===== config.mk =====
export PLATFORM = sky130hd
export DESIGN_NAME = ident_scanner
export DESIGN_NICKNAME = d
export VERILOG_FILES = /design/src/rtl/ident_scanner.sv
export SDC_FILE = /design/constraint.sdc
export NUM_CORES = 1
export LEC_CHECK = 0
export CORE_ASPECT_RATIO = 1.2
export CORE_MARGIN = 2
export CORE_UTILIZATION = 40
export CTS_BUF_LIST = sky130_fd_sc_hd__clkbuf_8
export CTS_CLUSTER_SIZE = 25
export DETAILED_ROUTE_END_ITERATION = 16
export DONT_BUFFER_PORTS = 1
export PLACE_DENSITY = 0.5
export SLEW_MARGIN = 20
export SYNTH_ARGS = -nofsm -noshare
export SYNTH_HDL_FRONTEND = slang
export SYNTH_SLANG_ARGS = --single-unit
export TNS_END_PERCENT = 50

===== constraint.sdc =====
create_clock -name clk -period 3.1 [get_ports clk]
set_clock_uncertainty 0.2 [all_clocks]
set_input_delay 0.775 -clock clk [delete_from_list [all_inputs] [get_ports clk]]
set_output_delay 0.775 -clock clk [all_outputs]
set_load 0.005 [all_outputs]

===== src/rtl/ident_scanner.sv =====
// Registered scanner for identifiers (letter run followed by digits) with length, overflow and
// end-of-token reporting. Define IDENT_UNDERSCORE_EN to class '_' (0x5F) as a letter.
module ident_scanner #(
    parameter int MIN_ALPHA = 1,
    parameter int MAX_LEN   = 31,
    parameter int LEN_W     = 5,
    parameter int STRICT    = 0
) (
    input  logic             clk,
    input  logic             rst_n,
    input  logic             char_valid,
    input  logic [7:0]       char,
    output logic             out,
    output logic [LEN_W-1:0] id_len,
    output logic             overflow,
    output logic             tok_done,
    output logic [LEN_W-1:0] tok_len,
    output logic             tok_ok
);

    typedef enum logic [1:0] {IDLE, ALPHA, DIGIT, SKIP} state_e;
    typedef enum logic [1:0] {CL_LET, CL_DIG, CL_DLM} cls_e;

    localparam logic [LEN_W-1:0] MAX_L   = LEN_W'(MAX_LEN);
    localparam logic [LEN_W-1:0] ONE_L   = LEN_W'(1);
    localparam logic [LEN_W-1:0] ZERO_L  = '0;
    localparam logic [3:0]       MIN_A   = 4'(MIN_ALPHA);
    localparam logic [3:0]       ARUN_MX = 4'd15;
    localparam state_e           ABORT_S = (STRICT != 0) ? SKIP : IDLE;

    function automatic cls_e classify(input logic [7:0] c);
        cls_e r;
        r = CL_DLM;
        if ((c >= 8'h41 && c <= 8'h5A) || (c >= 8'h61 && c <= 8'h7A))
            r = CL_LET;
        else if (c >= 8'h30 && c <= 8'h39)
            r = CL_DIG;
`ifdef IDENT_UNDERSCORE_EN
        else if (c == 8'h5F)
            r = CL_LET;
`endif
        return r;
    endfunction

    state_e           state_q, state_d;
    logic [3:0]       arun_q, arun_d;
    logic [LEN_W-1:0] len_q, len_d;
    logic             ovf_q, ovf_d;
    logic             out_q, out_d;
    logic             done_q, done_d;
    logic [LEN_W-1:0] tok_len_q, tok_len_d;
    logic             tok_ok_q, tok_ok_d;

    cls_e             cls;
    logic             len_at_max;
    logic [LEN_W-1:0] len_inc;
    logic [3:0]       arun_inc;
    logic             qual;

    assign cls        = classify(char);
    assign len_at_max = (len_q >= MAX_L);
    // Growing past MAX_LEN pins the length and latches overflow instead of wrapping
    assign len_inc    = len_at_max ? MAX_L : (len_q + ONE_L);
    assign arun_inc   = (arun_q == ARUN_MX) ? ARUN_MX : (arun_q + 4'd1);

    always_comb begin
        state_d   = state_q;
        arun_d    = arun_q;
        len_d     = len_q;
        ovf_d     = ovf_q;
        out_d     = out_q;
        done_d    = 1'b0;
        tok_len_d = tok_len_q;
        tok_ok_d  = tok_ok_q;
        qual      = 1'b0;

        if (char_valid) begin
            unique case (state_q)
                IDLE: begin
                    if (cls == CL_LET) begin
                        state_d = ALPHA;
                        len_d   = ONE_L;
                        arun_d  = 4'd1;
                        ovf_d   = 1'b0;
                    end else if (cls == CL_DIG) begin
                        state_d = ABORT_S;
                    end
                end
                ALPHA: begin
                    if (cls == CL_LET) begin
                        arun_d = arun_inc;
                        len_d  = len_inc;
                        ovf_d  = ovf_q | len_at_max;
                    end else if (cls == CL_DIG) begin
                        if (arun_q >= MIN_A) begin
                            state_d = DIGIT;
                            len_d   = len_inc;
                            ovf_d   = ovf_q | len_at_max;
                            qual    = 1'b1;
                        end else begin
                            // Too few letters: the candidate is dropped without a token report
                            state_d = ABORT_S;
                            len_d   = ZERO_L;
                            ovf_d   = 1'b0;
                            arun_d  = 4'd0;
                        end
                    end else begin
                        state_d   = IDLE;
                        done_d    = 1'b1;
                        tok_len_d = len_q;
                        tok_ok_d  = 1'b0;
                        len_d     = ZERO_L;
                        ovf_d     = 1'b0;
                        arun_d    = 4'd0;
                    end
                end
                DIGIT: begin
                    if (cls == CL_DIG) begin
                        len_d = len_inc;
                        ovf_d = ovf_q | len_at_max;
                        qual  = 1'b1;
                    end else if (cls == CL_LET) begin
                        state_d = ALPHA;
                        arun_d  = 4'd1;
                        len_d   = len_inc;
                        ovf_d   = ovf_q | len_at_max;
                    end else begin
                        state_d   = IDLE;
                        done_d    = 1'b1;
                        tok_len_d = len_q;
                        tok_ok_d  = ~ovf_q;
                        len_d     = ZERO_L;
                        ovf_d     = 1'b0;
                        arun_d    = 4'd0;
                    end
                end
                SKIP: begin
                    if (cls == CL_DLM)
                        state_d = IDLE;
                end
            endcase
            out_d = qual & ~ovf_d;
        end
    end

    always_ff @(posedge clk or negedge rst_n) begin
        if (!rst_n) begin
            state_q   <= IDLE;
            arun_q    <= 4'd0;
            len_q     <= ZERO_L;
            ovf_q     <= 1'b0;
            out_q     <= 1'b0;
            done_q    <= 1'b0;
            tok_len_q <= ZERO_L;
            tok_ok_q  <= 1'b0;
        end else begin
            state_q   <= state_d;
            arun_q    <= arun_d;
            len_q     <= len_d;
            ovf_q     <= ovf_d;
            out_q     <= out_d;
            done_q    <= done_d;
            tok_len_q <= tok_len_d;
            tok_ok_q  <= tok_ok_d;
        end
    end

    assign out      = out_q;
    assign id_len   = len_q;
    assign overflow = ovf_q;
    assign tok_done = done_q;
    assign tok_len  = tok_len_q;
    assign tok_ok   = tok_ok_q;

endmodule


==> run metrics, run 1 <==
Clock H-tree levels=1; initial DRC count=15; fin crit period=2440 ps; core area=slightly above 3000 um2; Final Hold Viols=0; Worst R2R Path Depth=6; largest net degree at the start of global routing=21; reg2reg end=arun_q[0]; R2R Path Start=arun_q[0]; CP Depth=6; flop-to-flop setup slack=roughly 660 ps; grt met1 use=20.8%; layout cells sized above 1=10.4%; critical path arrival=between 2000 and 2500 ps; synthesized area=1250 um2; nets@finish=around 160; Max VDD drop=0.300 mV; power density cells=roughly 600 nW/um2; Top delay family on crit path=simple AND/OR/NAND/NOR gates; Int Power=around 0.54 mW; Avg Inst Size Synth=9.51 um2; WL final=~2.4 mm; CP Launch Type=flop; sequential fraction of the synthesis area=between 30% and 40%; Vias=approximately 960; Sequential Power Share=44.4%; Pins Over Slew Limit=0; drc violations=0; CTS tree=built; area delta synth->final=7.58%; CP Launch Point=arun_q[0]; final estimated routing congestion in global placement=approximately 0.86; setup_tns=0 ps; first-pass GRT wire length=around 4.2 mm; Die Wd=around 55 um; cell-by-cell trace of the critical path=ha_1 -> or4b_1 -> and2_1 -> o21ai_2 -> and2_4 -> mux2_1; Ant. Diodes=0; syn_nets=~150; routing usage on met2=approximately a quarter; Tot Pwr=0.820 mW; clock sink count=20; Final ANT Viol Nets=0; wire per inst=14.2 um; status=completed; clock tree buffer depth=2; worst setup path endpoint=arun_q[0]; clock insertion delay at the later pin of the skew report=between 200 and 300 ps; endpoints failing setup=0; RSZ-0062 raised after global routing=false; global routing's busiest layer=met2; async set-or-reset flop fraction in the synthesized netlist=100%; Syn. warnings=0; IO buf count=0; vias in the first global route=~990; Worst Setup End Kind=flop; die footprint=3600 um2; vias per cell=5.61; MaxCap Viol Count=0; fin crit share=78.7%; clock share of power=about a quarter; Max stage delay on crit path=approximately 500 ps; CTS buffer count=3; initial antenna violation count=0; Synth cell types=between 40 and 50; Core Util, Final=between 40% and 50%; most frequent cells in the layout=dfrtp_1, nand2_1, inv_1, o21ai_0, ha_1; DP Wirelength=1.94 mm; CP max-delay cell=or4b_1; count of state elements after synthesis=20; worst path bufs/invs=0; HP Class=reg -> reg; Initial Utilization=between 40% and 50%; Critical Path RT=between 3000 and 4000 ps; Total GRT Usage=16.0%; commonest register cell after synthesis=dfrtp_1; slew at the pin closest to its max-slew limit=approximately 900 ps; Worst Path Max Fanout=6; Std-Cell Rows=22; I/O Pins=25; die height=about 65 um; leading cell type in the layout, fill and taps excluded=dfrtp_1; power share of the combinational group=31.9%; Worst-path clk slew=70 ps; Post-synth EDFFs=0; DRT Pass-1 Iters=4; switching share of power=about a third; leakage=between 0.5 and 0.6 nW; Worst slew margin=40.8%; Mapped Cells=approximately 130; CTS root buf=clkbuf_8; total net switching power=between 0.2 and 0.3 mW; crit path kind=reg -> reg; total congestion overflow=0; met3 track demand over resource=between 2 and 3%; setup bufs post-CTS=0; f_max=around 400 MHz
## cell usage after synthesis, types with 2 or more instances
master	number	area share, %
nand3b_1	2	1.2
nor2_1	7	2.1
nor2b_1	3	1.5
o21ai_2	2	1.4
a21oi_1	8	3.2
o21ai_0	11	4.4
o22ai_1	3	1.5
inv_1	11	3.3
nand3_1	5	2.0
a21o_1	2	1.2
ha_1	9	9.0
dfrtp_1	20	40
a31oi_1	3	1.5
nand2_1	15	4.5
nand2b_1	3	1.5
nand4_1	2	1.0
and3_1	2	1.0
## flip-flops by register name, indices dropped and copies added, names as in the netlist
register  flops
tok_len       5
tok_ok        1
tok_done      1
arun_q        4
id_len        5
state_q       2
out           1
overflow      1
## worst min-delay path by stage
stage,from,endpoint,slack [ps],cells after the start
after floorplan,tok_len[0],tok_len[0],270,2
after global placement,rst_n,tok_ok,280,0
after detailed placement,rst_n,tok_done,280,0
after CTS,rst_n,state_q[1],0.3,0
after global routing,tok_len[0],tok_len[0],360,2
final,tok_len[3],tok_len[3],310,2
## logic make-up after synthesis
family	synth area share (%)
compound gates	22.4
fa+ha+maj	8.97
buf+inv	4.49
flops	39.9
mux	2.99
simple gates	21.2
## stage by stage
step                std cells  cell area [um2]  hold slack, ps  setup slack, ps
floorplan                 132             1250             270              614
global placement          166             1280             280              568
detailed placement        166             1280             280              543
CTS                       170             1340           0.257              661
global route              171             1350             360              563
finish                    171             1350             309              661
## layout make-up
class                   count  area, um2
flip-flops and latches     20        500
multi-input cells          99        698
clock buffers               4       55.1
fillers                   293       1680
inverters                  11       41.3
well taps                  36       45.0
repair buffers              1       10.0
## power by group through the flow
| stage | logic, mW | registers, mW | clock network [mW] |
|---|---|---|---|
| after global placement | 0.256 | 0.370 | 0 |
| after detailed placement | 0.258 | 0.372 | 0 |
| after CTS | 0.259 | 0.367 | 0.202 |
| after floorplan | 0.219 | 0.358 | 0 |
| final | 0.262 | 0.365 | 0.194 |
| after global routing | 0.304 | 0.380 | 0.214 |
## repair_timing
item / in CTS / in global routing
hold buffers: 0 / 1
hold endpoints to repair: 0 / 20
endpoints found under the setup margin: 0 / 0
gates resized for setup: 0 / 0
## layer usage
metal  routed length, um  up-vias
met5                   0        -
met4                  37        0
met3                 134        4
met2                1140       27
met1                1120      446
li1                    -      482
## worst reg2reg max path, delay by kind of cell, from the launching register on
family | cells | cell delay (ps)
adders and majority gates | 1 | 210
and+or+nand+nor | 3 | 920
muxes | 1 | 320
DFF | 1 | 430
AOI/OAI and AO/OA | 1 | 240
Note: power is estimated with default switching activity, not from simulation.
==> run 2, diff against run 1 <==
Settings changed: PLACE_DENSITY 0.5 to 0.52.
Clock period 3.1 ns to 2.09 ns, I/O delays scaled along.
==> run 2 against run 1 <==
The flow now finishes with violations (setup timing); critical path depth up 1; clock power up 27%; count of clock-buffer cells in the layout down 1; flip-flop and latch count unchanged; largest cell class unchanged; utilization up 4.7 points; maximum frequency up 15%; worst setup slack worse by 690 ps; critical path type unchanged; combinational power up 100%; non-clock buffer count up 18; die area unchanged; cell count up 9.9%.
==> run metrics, run 2 (synthesized netlist as in run 1, its figures left out) <==
DP Wirelength=2.16 mm (+11%); drc violations=0 (unchanged); IO buf count=0 (unchanged); status=finished with violations; MaxCap Viol Count=0 (unchanged); area delta synth->final=18.9%; Worst-path clk slew=70 ps (about the same); layout cells sized above 1=25.0% (+15 points); nets@finish=174 (+12%); met3 WL=122 um (-9.0%); Final ANT Viol Nets=0 (unchanged); Tot Pwr=1.32 mW (+61%); flop-to-flop setup slack=-30 ps (-690 ps); Worst Path Max Fanout=4 (-2); clock tree buffer depth=2 (unchanged); vias in the first global route=1,011 (+1.9%); most frequent cells in the layout=dfrtp_1, buf_4, nand2_1, o21ai_0, inv_1; initial antenna violation count=0 (unchanged); f_max=472 MHz (+15%); leading cell type in the layout, fill and taps excluded=dfrtp_1; Max VDD drop=0.349 mV (+16%); WL final=2.71 mm (+11%); power density cells=884 nW/um2 (+45%); R2R Path Start=arun_q[0]; core area=3030 um2 (unchanged); Highest Signal Layer=met4; leakage=0.683 nW (+15%); setup_tns=-26.5 ps (-26.5 ps); wire per inst=14.4 um (+1.3%); fin crit share=101% (+23 points); die height=65.4 um (unchanged); Clock H-tree levels=1 (unchanged); CP Launch Point=arun_q[0]; Post-Place Setup Slack=-133 ps (-676 ps); critical path arrival=2060 ps (-310 ps); failing checks=setup timing; DRT Pass-1 Iters=4 (unchanged); Worst R2R Path Depth=7 (+1); final estimated routing congestion in global placement=0.767 (-11%); worst setup path endpoint=arun_q[0]; met2 WL=1.37 mm (+20%); Final Hold Viols=0 (unchanged); CTS tree=built; total congestion overflow=0 (unchanged); reg2reg end=arun_q[0]; final worst setup slack=-26.5 ps (-688 ps); Critical Path RT=2030 ps (-1000 ps); slew at the pin closest to its max-slew limit=461 ps (-423 ps); I/O Pins=25 (unchanged); crit path kind=reg -> reg; CTS buffer count=3 (unchanged); Pins Over Slew Limit=0 (unchanged); placed inst area=1410 um2 (+9.5%); cell area after layout=1490 um2 (+11%); HP Class=in -> async; endpoints failing setup=1 (+1); die footprint=3600 um2 (unchanged); CTS root buf=clkbuf_8; RSZ-0062 raised after global routing=true; Vias=1,020 (+6.4%); Initial Utilization=41.4% (unchanged); clock sink count=20 (unchanged); Total GRT Usage=17.0% (+1.0 points); wl on met1=1.20 mm (+6.6%); Worst Setup End Kind=flop; Std-Cell Rows=22 (unchanged); CP Launch Type=flop; fin crit period=2120 ps (-322 ps); vias per cell=5.43 (-3.3%); Worst slew margin=69.3% (+28 points); largest net degree at the start of global routing=21 (unchanged); Die Wd=55.1 um (unchanged); initial DRC count=17 (+2); clock insertion delay at the later pin of the skew report=250 ps (about the same); Ant. Diodes=0 (unchanged); first-pass GRT wire length=4.45 mm (+5.2%)
==> run 2: per-stage QoR <==
step / utilization [%] / hold slack (ps) / std cells
global route: 49.3 / 51.4 / 188
finish: 49.3 / 13.3 / 188
detailed placement: 46.5 / 27.3 / 181
CTS: 49.0 / 151 / 187
floorplan: - / 26.9 / 132
global placement: 46.5 / 27.3 / 181
==> run 2: worst min path at each step <==
stage / start / end / slack, ps / cells past startpoint
6_report: rst_n / arun_q[0] / 10 / 1
5_1_grt: rst_n / tok_done / 50 / 1
4_1_cts: char_valid / out / 150 / 1
3_5_place_dp: rst_n / tok_done / 30 / 0
2_1_floorplan: rst_n / arun_q[0] / 30 / 0
3_3_place_gp: rst_n / tok_done / 30 / 0
==> run 2: routing by layer <==
metal / GRT usage (%) / vias to the layer above
met4: 7.32 / 0
met1: 21.2 / 477
met2: 28.6 / 24
met3: 2.05 / 2
met5: 0 / -
li1: - / 517
==> run 2: critical path, cell delays in order, from the launching register on <==
cell and delay, ps:
dfrtp_1 410, inv_1 70, ha_1 130, or4b_4 460, and2_4 170, o21ai_4 120, and2_4 160, mux2_4 290
==> run 2: area by class of cell <==
class	instances	area, um2
clock buffers	3	41.3
fillers	297	1540
inverters	11	41.3
multi-input cells	99	724
flip-flops and latches	20	500
well taps	36	45.0
repair buffers	19	140
==> run 2: repair_timing <==
| action | in CTS | in global routing |
|---|---|---|
| gates resized for setup | 4 | 1 |
| buffers inserted | 2 | 1 |
| gates cloned | 0 | 0 |
| hold buffers | 1 | 0 |
| pin swaps | 1 | 1 |
| endpoints found under the hold margin | 20 | 0 |
| endpoints found under the setup margin | 4 | 9 |
==> run 2: where the power goes <==
group	switching, mW	internal [mW]	leakage (nW)	total [mW]
clock network	0.119	0.128	0.0216	0.247
registers	0.0712	0.464	0.268	0.536
logic	0.262	0.274	0.393	0.536
